### config.mk
export PLATFORM = sky130hd
export DESIGN_NAME = hc595_chain_driver
export DESIGN_NICKNAME = d
export VERILOG_FILES = /design/src/rtl/hc595_chain_driver.sv
export SDC_FILE = /design/constraint.sdc
export NUM_CORES = 1
export LEC_CHECK = 0
export BUFFER_PORTS_ARGS = -buffer_cell sky130_fd_sc_hd__buf_2
export CAP_MARGIN = 40
export CORE_ASPECT_RATIO = 1.4
export CORE_MARGIN = 1
export CORE_UTILIZATION = 25
export CTS_CLUSTER_SIZE = 14
export DETAILED_ROUTE_END_ITERATION = 8
export PLACE_DENSITY = 0.43
export SLEW_MARGIN = 0
export SYNTH_ARGS = -nofsm -noshare
export SYNTH_HDL_FRONTEND = slang
export SYNTH_SLANG_ARGS = --single-unit
### constraint.sdc
create_clock -name Clk -period 2.7 [get_ports Clk]
set_input_delay 0.54 -clock Clk [delete_from_list [all_inputs] [get_ports Clk]]
set_output_delay 0.54 -clock Clk [all_outputs]
set_load 0.005 [all_outputs]
### src/rtl/hc595_chain_driver.sv
// Request-driven serial driver for a daisy chain of 74HC595 shift registers.
// Each accepted frame is shifted out once, latched, and reported with Done; one frame may queue behind it.
module hc595_chain_driver #(
  parameter int CHAIN_LEN = 2,
  parameter int DIV       = 5,
  parameter int LSB_FIRST = 0
) (
  input  logic                   Clk,
  input  logic                   Rst_n,
  input  logic [8*CHAIN_LEN-1:0] Data,
  input  logic                   Send,
  input  logic                   Blank,
  output logic                   Busy,
  output logic                   Pending,
  output logic                   Done,
  output logic                   SH_CP,
  output logic                   ST_CP,
  output logic                   DS,
  output logic                   OE_N
);

  localparam int              W        = 8 * CHAIN_LEN;
  localparam int              BW       = $clog2(W);
  localparam logic [15:0]     DIV_LAST = 16'(DIV - 1);
  localparam logic [BW-1:0]   LAST_BIT = BW'(W - 1);

  typedef enum logic [1:0] {
    IDLE,
    SHIFT,
    LATCH
  } state_e;

  state_e          state_q;
  logic [15:0]     cnt_q;
  logic [BW-1:0]   bitcnt_q;
  logic [W-1:0]    shreg_q;
  logic [W-1:0]    pend_q;
  logic            pending_q;
  logic            busy_q;
  logic            done_q;
  logic            sh_cp_q;
  logic            st_cp_q;
  logic            ds_q;
  logic            oe_n_q;
  logic            first_latch_q;

  logic            tick;
  logic [W-1:0]    shreg_d;
  logic [W-1:0]    load_d;

  // The bit that sits at the output end of a frame is the one driven on DS.
  function automatic logic out_bit(input logic [W-1:0] v);
    return (LSB_FIRST != 0) ? v[0] : v[W-1];
  endfunction

  assign tick    = (cnt_q == DIV_LAST);
  assign shreg_d = (LSB_FIRST != 0) ? (shreg_q >> 1) : (shreg_q << 1);
  // A request arriving on the final latch tick beats anything already queued.
  assign load_d  = Send ? Data : pend_q;

  // NOTE: every register here, including the pending frame buffer, is cleared
  // by reset and updated with non-blocking assignments so all state moves on
  // the same edge regardless of statement order.
  always_ff @(posedge Clk or negedge Rst_n) begin
    if (!Rst_n) begin
      state_q       <= IDLE;
      cnt_q         <= '0;
      bitcnt_q      <= '0;
      shreg_q       <= '0;
      pend_q        <= '0;
      pending_q     <= 1'b0;
      busy_q        <= 1'b0;
      done_q        <= 1'b0;
      sh_cp_q       <= 1'b0;
      st_cp_q       <= 1'b0;
      ds_q          <= 1'b0;
      oe_n_q        <= 1'b1;
      first_latch_q <= 1'b0;
    end else begin
      done_q <= 1'b0;
      oe_n_q <= first_latch_q ? Blank : 1'b1;

      if (state_q != IDLE) begin
        cnt_q <= tick ? '0 : cnt_q + 16'd1;
      end

      // Requests while busy land in the one-deep buffer, latest wins.
      if (state_q != IDLE && Send) begin
        pend_q    <= Data;
        pending_q <= 1'b1;
      end

      unique case (state_q)
        IDLE: begin
          if (Send) begin
            state_q  <= SHIFT;
            shreg_q  <= Data;
            ds_q     <= out_bit(Data);
            bitcnt_q <= '0;
            cnt_q    <= '0;
            busy_q   <= 1'b1;
            sh_cp_q  <= 1'b0;
          end
        end

        SHIFT: begin
          if (tick) begin
            if (!sh_cp_q) begin
              sh_cp_q <= 1'b1;
            end else begin
              sh_cp_q <= 1'b0;
              if (bitcnt_q == LAST_BIT) begin
                state_q <= LATCH;
              end else begin
                bitcnt_q <= bitcnt_q + 1'b1;
                shreg_q  <= shreg_d;
                ds_q     <= out_bit(shreg_d);
              end
            end
          end
        end

        LATCH: begin
          if (tick) begin
            if (!st_cp_q) begin
              st_cp_q <= 1'b1;
            end else begin
              st_cp_q       <= 1'b0;
              done_q        <= 1'b1;
              first_latch_q <= 1'b1;
              if (Send || pending_q) begin
                state_q   <= SHIFT;
                shreg_q   <= load_d;
                ds_q      <= out_bit(load_d);
                bitcnt_q  <= '0;
                pending_q <= 1'b0;
              end else begin
                state_q <= IDLE;
                busy_q  <= 1'b0;
                cnt_q   <= '0;
              end
            end
          end
        end

        default: state_q <= IDLE;
      endcase
    end
  end

  assign Busy    = busy_q;
  assign Pending = pending_q;
  assign Done    = done_q;
  assign SH_CP   = sh_cp_q;
  assign ST_CP   = st_cp_q;
  assign DS      = ds_q;
  assign OE_N    = oe_n_q;

endmodule

Word level (Yosys, flattened, before mapping)
Index checks and enable logic that the tools add are counted. W data, S select, Z words.

Multiplexer cells: 59. Reduce and logical (&&, ||, !) cells: 13. Equal/unequal tests: 13. $add $sub $neg: 2.

Operator list (number): $mux W16 (7); $mux W15 (7); $pmux W15 S3 (1); $pmux W16 S2 (1); $mux W4 (7); $mux W1 (25); $ne A2 B2 Y1 const B (9); $add A16 B1 Y16 const B (1); $eq A16 B3 Y1 const B (1); $mux W2 (6); $pmux W4 S3 (1); $reduce_and A8 Y1 (1); $pmux W2 S3 (1); $reduce_and A3 Y1 (2); $reduce_and A6 Y1 (1); $reduce_bool A2 Y1 (3); $reduce_and A5 Y1 (1); $add A4 B1 Y4 const B (1); $eq A4 B4 Y1 const B (1); $pmux W1 S2 (2); $pmux W1 S3 (1); $reduce_bool A3 Y1 (1); $eq A2 B1 Y1 const B (1); $eq A2 B2 Y1 const B (1); 4 further kinds (4).

Logic and storage cells: 100. Register bits: 61. Input bits: 20. Output and inout bits: 7.

Longest topological paths before layout
Word-level depth: 7. Mapped depth: 9. Gate-level depth less buffers: 7.

Worst setup path before layout
OpenSTA, ideal clock, no wires.

Path type: register to register. Start: reg state_q[0]. End: reg shreg_q[10]. Setup time: 82 ps. Path slack: 782 ps. Stages on the path, launching flop included: 9. Period minus slack after synthesis: 1918 ps. Arrival time: 1836 ps. Required time: 2618 ps. Buffers on the path: 2. Cell sequence: dfrtp_1 > inv_1 > ha_1 > buf_2 > clkinv_1 > nor2_1 > clkbuf_1 > a221oi_1 > a31oi_1.

Longest elaborated chain between the ends: 3. Elaborated cells on any way between the ends: 13. Those cells by class: eq/ne: 9; mux: 1; reduce/logical: 3.

RTL lines: from (decl) (line 33) `state_e state_q;`; from (signal assigned) (line 66) `state_q <= IDLE;`; from (signal assigned) (line 96) `state_q <= SHIFT;`; from (signal assigned) (line 113) `state_q <= LATCH;`; $eq A2 B2 Y1 (tied with other cells) (line 93) `unique case (state_q)`; $ne A2 B2 Y1 (no source line) or $reduce_bool A3 Y1 (tied branches); $reduce_and A8 Y1 (no source line); to (signal assigned) (line 97) `shreg_q <= Data;`; to (signal assigned) (line 116) `shreg_q <= shreg_d;`; to (signal assigned) (line 133) `shreg_q <= load_d;`; to (decl) (line 36) `logic [W-1:0] shreg_q;`.

Parallel ways exist; a longest one is shown, timed or not. A chain may end at the register's enable or synchronous reset.

Worst setup path in the final report
Start: reg state_q[1]. End: reg shreg_q[10].

Same word-level chain as after synthesis.

==> run summary <==
Outcome: completed
Core area: 0.0128 sq mm
N_diodes: 0
All-Layer GR Usage: 12.3%
Crit Path Class: register to register
Clock power share: 25.7%
IO Port Bufs: 26
Initial DRC Count: 82
Slew headroom: 58.4%
Clock Skews: 0.00548 ns
Top Family by Delay on Critical Path: buffers and inverters
DR vias: 2447
Post-synthesis sequential area ratio: 46.5%
Worst-path fanout max: 29
Post-Synthesis Cells: 318
Setup bufs post-CTS: 0
Remaining Overflow, GRT: 0
Share of cells above drive strength 1: 22.0%
Total power per unit cell area: 1040 mW/mm^2
Starting Density: 25.7%
Comb pwr share: 38.6%
Reg clk slew, reported paths: 0.05 ns
Drt pass-1 iters: 4
Inserted Clock Buffers: 9
Number of flops mapped to enable cells by yosys: 0
H-tree depth: 3
DRT Wirelength: 7420 microns
# nets final: 372
Ys flop type: dfrtp_1
Worst Hold Class: input pin to async pin
Clk Latency, worst-skew pair: 0.33 ns
CTS max path bufs: 2
IO Count: 27
Max Cap Viol: 0
RR Startpoint: state_q[1]
Max Fclk: 0.455 GHz
Sw Share: 35.5%
CTS resizes: 0
Initial antenna violation count: 0
Placer Congestion: 0.718
Syn nets: 345
DP HPWL: 4940 microns
Site Rows: 49
CP Capture Type: register
Psw: 1.42 mW
Worst VDD drop: 0.000446 V
Root Driver: clkbuf_16
Clock tree sinks: 61
Worst slew pin tran: 0.625 ns
CP startpoint: state_q[1]
Remaining DRCs: 0
Final WS setup: 0.504 ns
Area growth, synth to finish: 17.0%
Most common cell on crit path: inv_1
Placement Setup Slack: 0.485 ns
CTS tree: built
Post-route minimum period: 2.20 ns
Post-route clock period utilization: 81.3%
Die Wd: 98.9 microns
Final ANT Viol Nets: 0
Mapped Avg Cell Area: 10.3 sq um
Vias in the first global route: 2555
Worst Path Arrival: 2.44 ns
Vias per cell: 4.86
Largest net degree at the start of global routing: 62
Req. time, crit path: 2.95 ns
Static leakage: 1.60 nW
WP buf/inv: 3
Setup Viol. Count Final: 0
Die ar.: 0.0136 sq mm
Slew Limit Fails: 0
Setup TNS: 0 ns
Fin. Hold Viols: 0
Register bit count reported by yosys: 61
WL/cell: 14.7 microns
RSZ-0062 raised after global routing: no
Sequential share of power: 35.7%
Worst path max stage delay: 0.38 ns
Asr flop ratio synth: 100%
Worst-path cell chain: inv_1 -> ha_1 -> inv_1 -> o21ai_1 -> nor4_4 -> buf_4 -> a21oi_1 -> a31oi_1
Worst setup SP type: register
First-pass GRT wire length: 12900 microns
Die height: 138 microns
Synth warn: 0
Critical path's slowest cell: dfrtp_1
Cts hold-fix bufs: 0
Distinct cells, synth: 50
Pint: 2.58 mW
Post-Syn Area: 0.00329 sq mm
-- through the flow --
stage                     instance area [sq um]  util [%]  cells  hold WS (ns)  total power, mW
after global placement                     3580      28.0    487         0.380             2.99
after global routing                       3850      30.0    503         0.259             4.35
after CTS                                  3850      30.0    503         0.235             4.08
final                                      3850      30.0    503         0.201             4.00
after detailed placement                   3580      28.0    487         0.394             3.02
after floorplan                            3290         -    318         0.244             2.66
-- placed cells by master, fill, tap and decap left out, types with 13 or more instances in the layout --
cell / Yosys / routed
buf_2: 7 / 26
a221oi_1: 13 / 13
a31oi_1: 15 / 15
nand2_1: 24 / 24
o2bb2ai_1: 14 / 14
a21oi_1: 17 / 17
mux2_2: 17 / 17
dfrtp_1: 60 / 60
nor2_1: 28 / 28
nand3_1: 13 / 13
-- power groups by stage --
stage	Sequential, mW	Clock [mW]	Combinational (mW)
3_5_place_dp	1.44	0	1.58
3_3_place_gp	1.44	0	1.55
6_report	1.43	1.03	1.55
4_1_cts	1.43	1.07	1.58
5_1_grt	1.47	1.11	1.77
2_1_floorplan	1.39	0	1.27
-- layout make-up --
type                            count  area [sq um]
Inverter                            8          30.0
Multi-Input combinational cell    229          1620
Clock buffer                       14           254
Timing Repair Buffer               36           218
Fill cell                        1334          8970
Clock inverter                      2          10.0
Sequential cell                    61          1530
Tap cell                          153           191
-- cells by family (layout without fill, tap and decap cells) --
| family | Yosys count | in the layout | share of synthesized area, % |
|---|---|---|---|
| compound gates | 79 | 79 | 17.0 |
| flops | 61 | 61 | 46.5 |
| mux | 21 | 21 | 7.34 |
| xor+xnor | 16 | 16 | 4.26 |
| fa+ha+maj | 7 | 7 | 2.66 |
| simple gates | 106 | 106 | 17.9 |
| buf+inv | 28 | 60 | 4.38 |
-- registers in the layout, indices dropped and copies added, names as in the netlist, 2 cells and up --
register,count
bitcnt_q,4
cnt_q,16
pend_q,16
shreg_q,15
state_q,2
-- path summary, 6_finish.rpt --
path	slack [ns]	cells past startpoint	end
hold reg to reg	0.40	1	OE_N
max in group asynchronous	2.15	2	OE_N
min in group Clk	0.40	1	OE_N
setup reg to reg	0.50	8	shreg_q[10]
setup / recovery	0.50	8	shreg_q[10]
hold / removal	0.20	2	bitcnt_q[3]
-- Yosys cell counts, drive strengths merged, types with 5 or more instances --
cell	n	area, sq um
mux2	19	221
nand3	13	65.1
nand2	25	101
dfrtp	60	1500
nand2b	5	31.3
xor2	8	70.1
a31oi	15	93.8
inv	7	26.3
buf	12	83.8
nor2	28	105
xnor2	8	70.1
a221oi	13	114
o2bb2ai	14	123
o21ai	11	58.8
nand4	6	37.5
clkbuf	8	30.0
ha	7	87.6
a21oi	18	93.8
-- layer usage --
layer / routed length [microns] / up-vias / global-route usage (%)
met2: 3600 / 41 / 20.7
met1: 3440 / 1163 / 15.1
met4: 144 / 0 / 6.47
met5: 0 / - / 0
met3: 236 / 12 / 2.08
li1: - / 1231 / -
(Power assumes the default switching activity.)
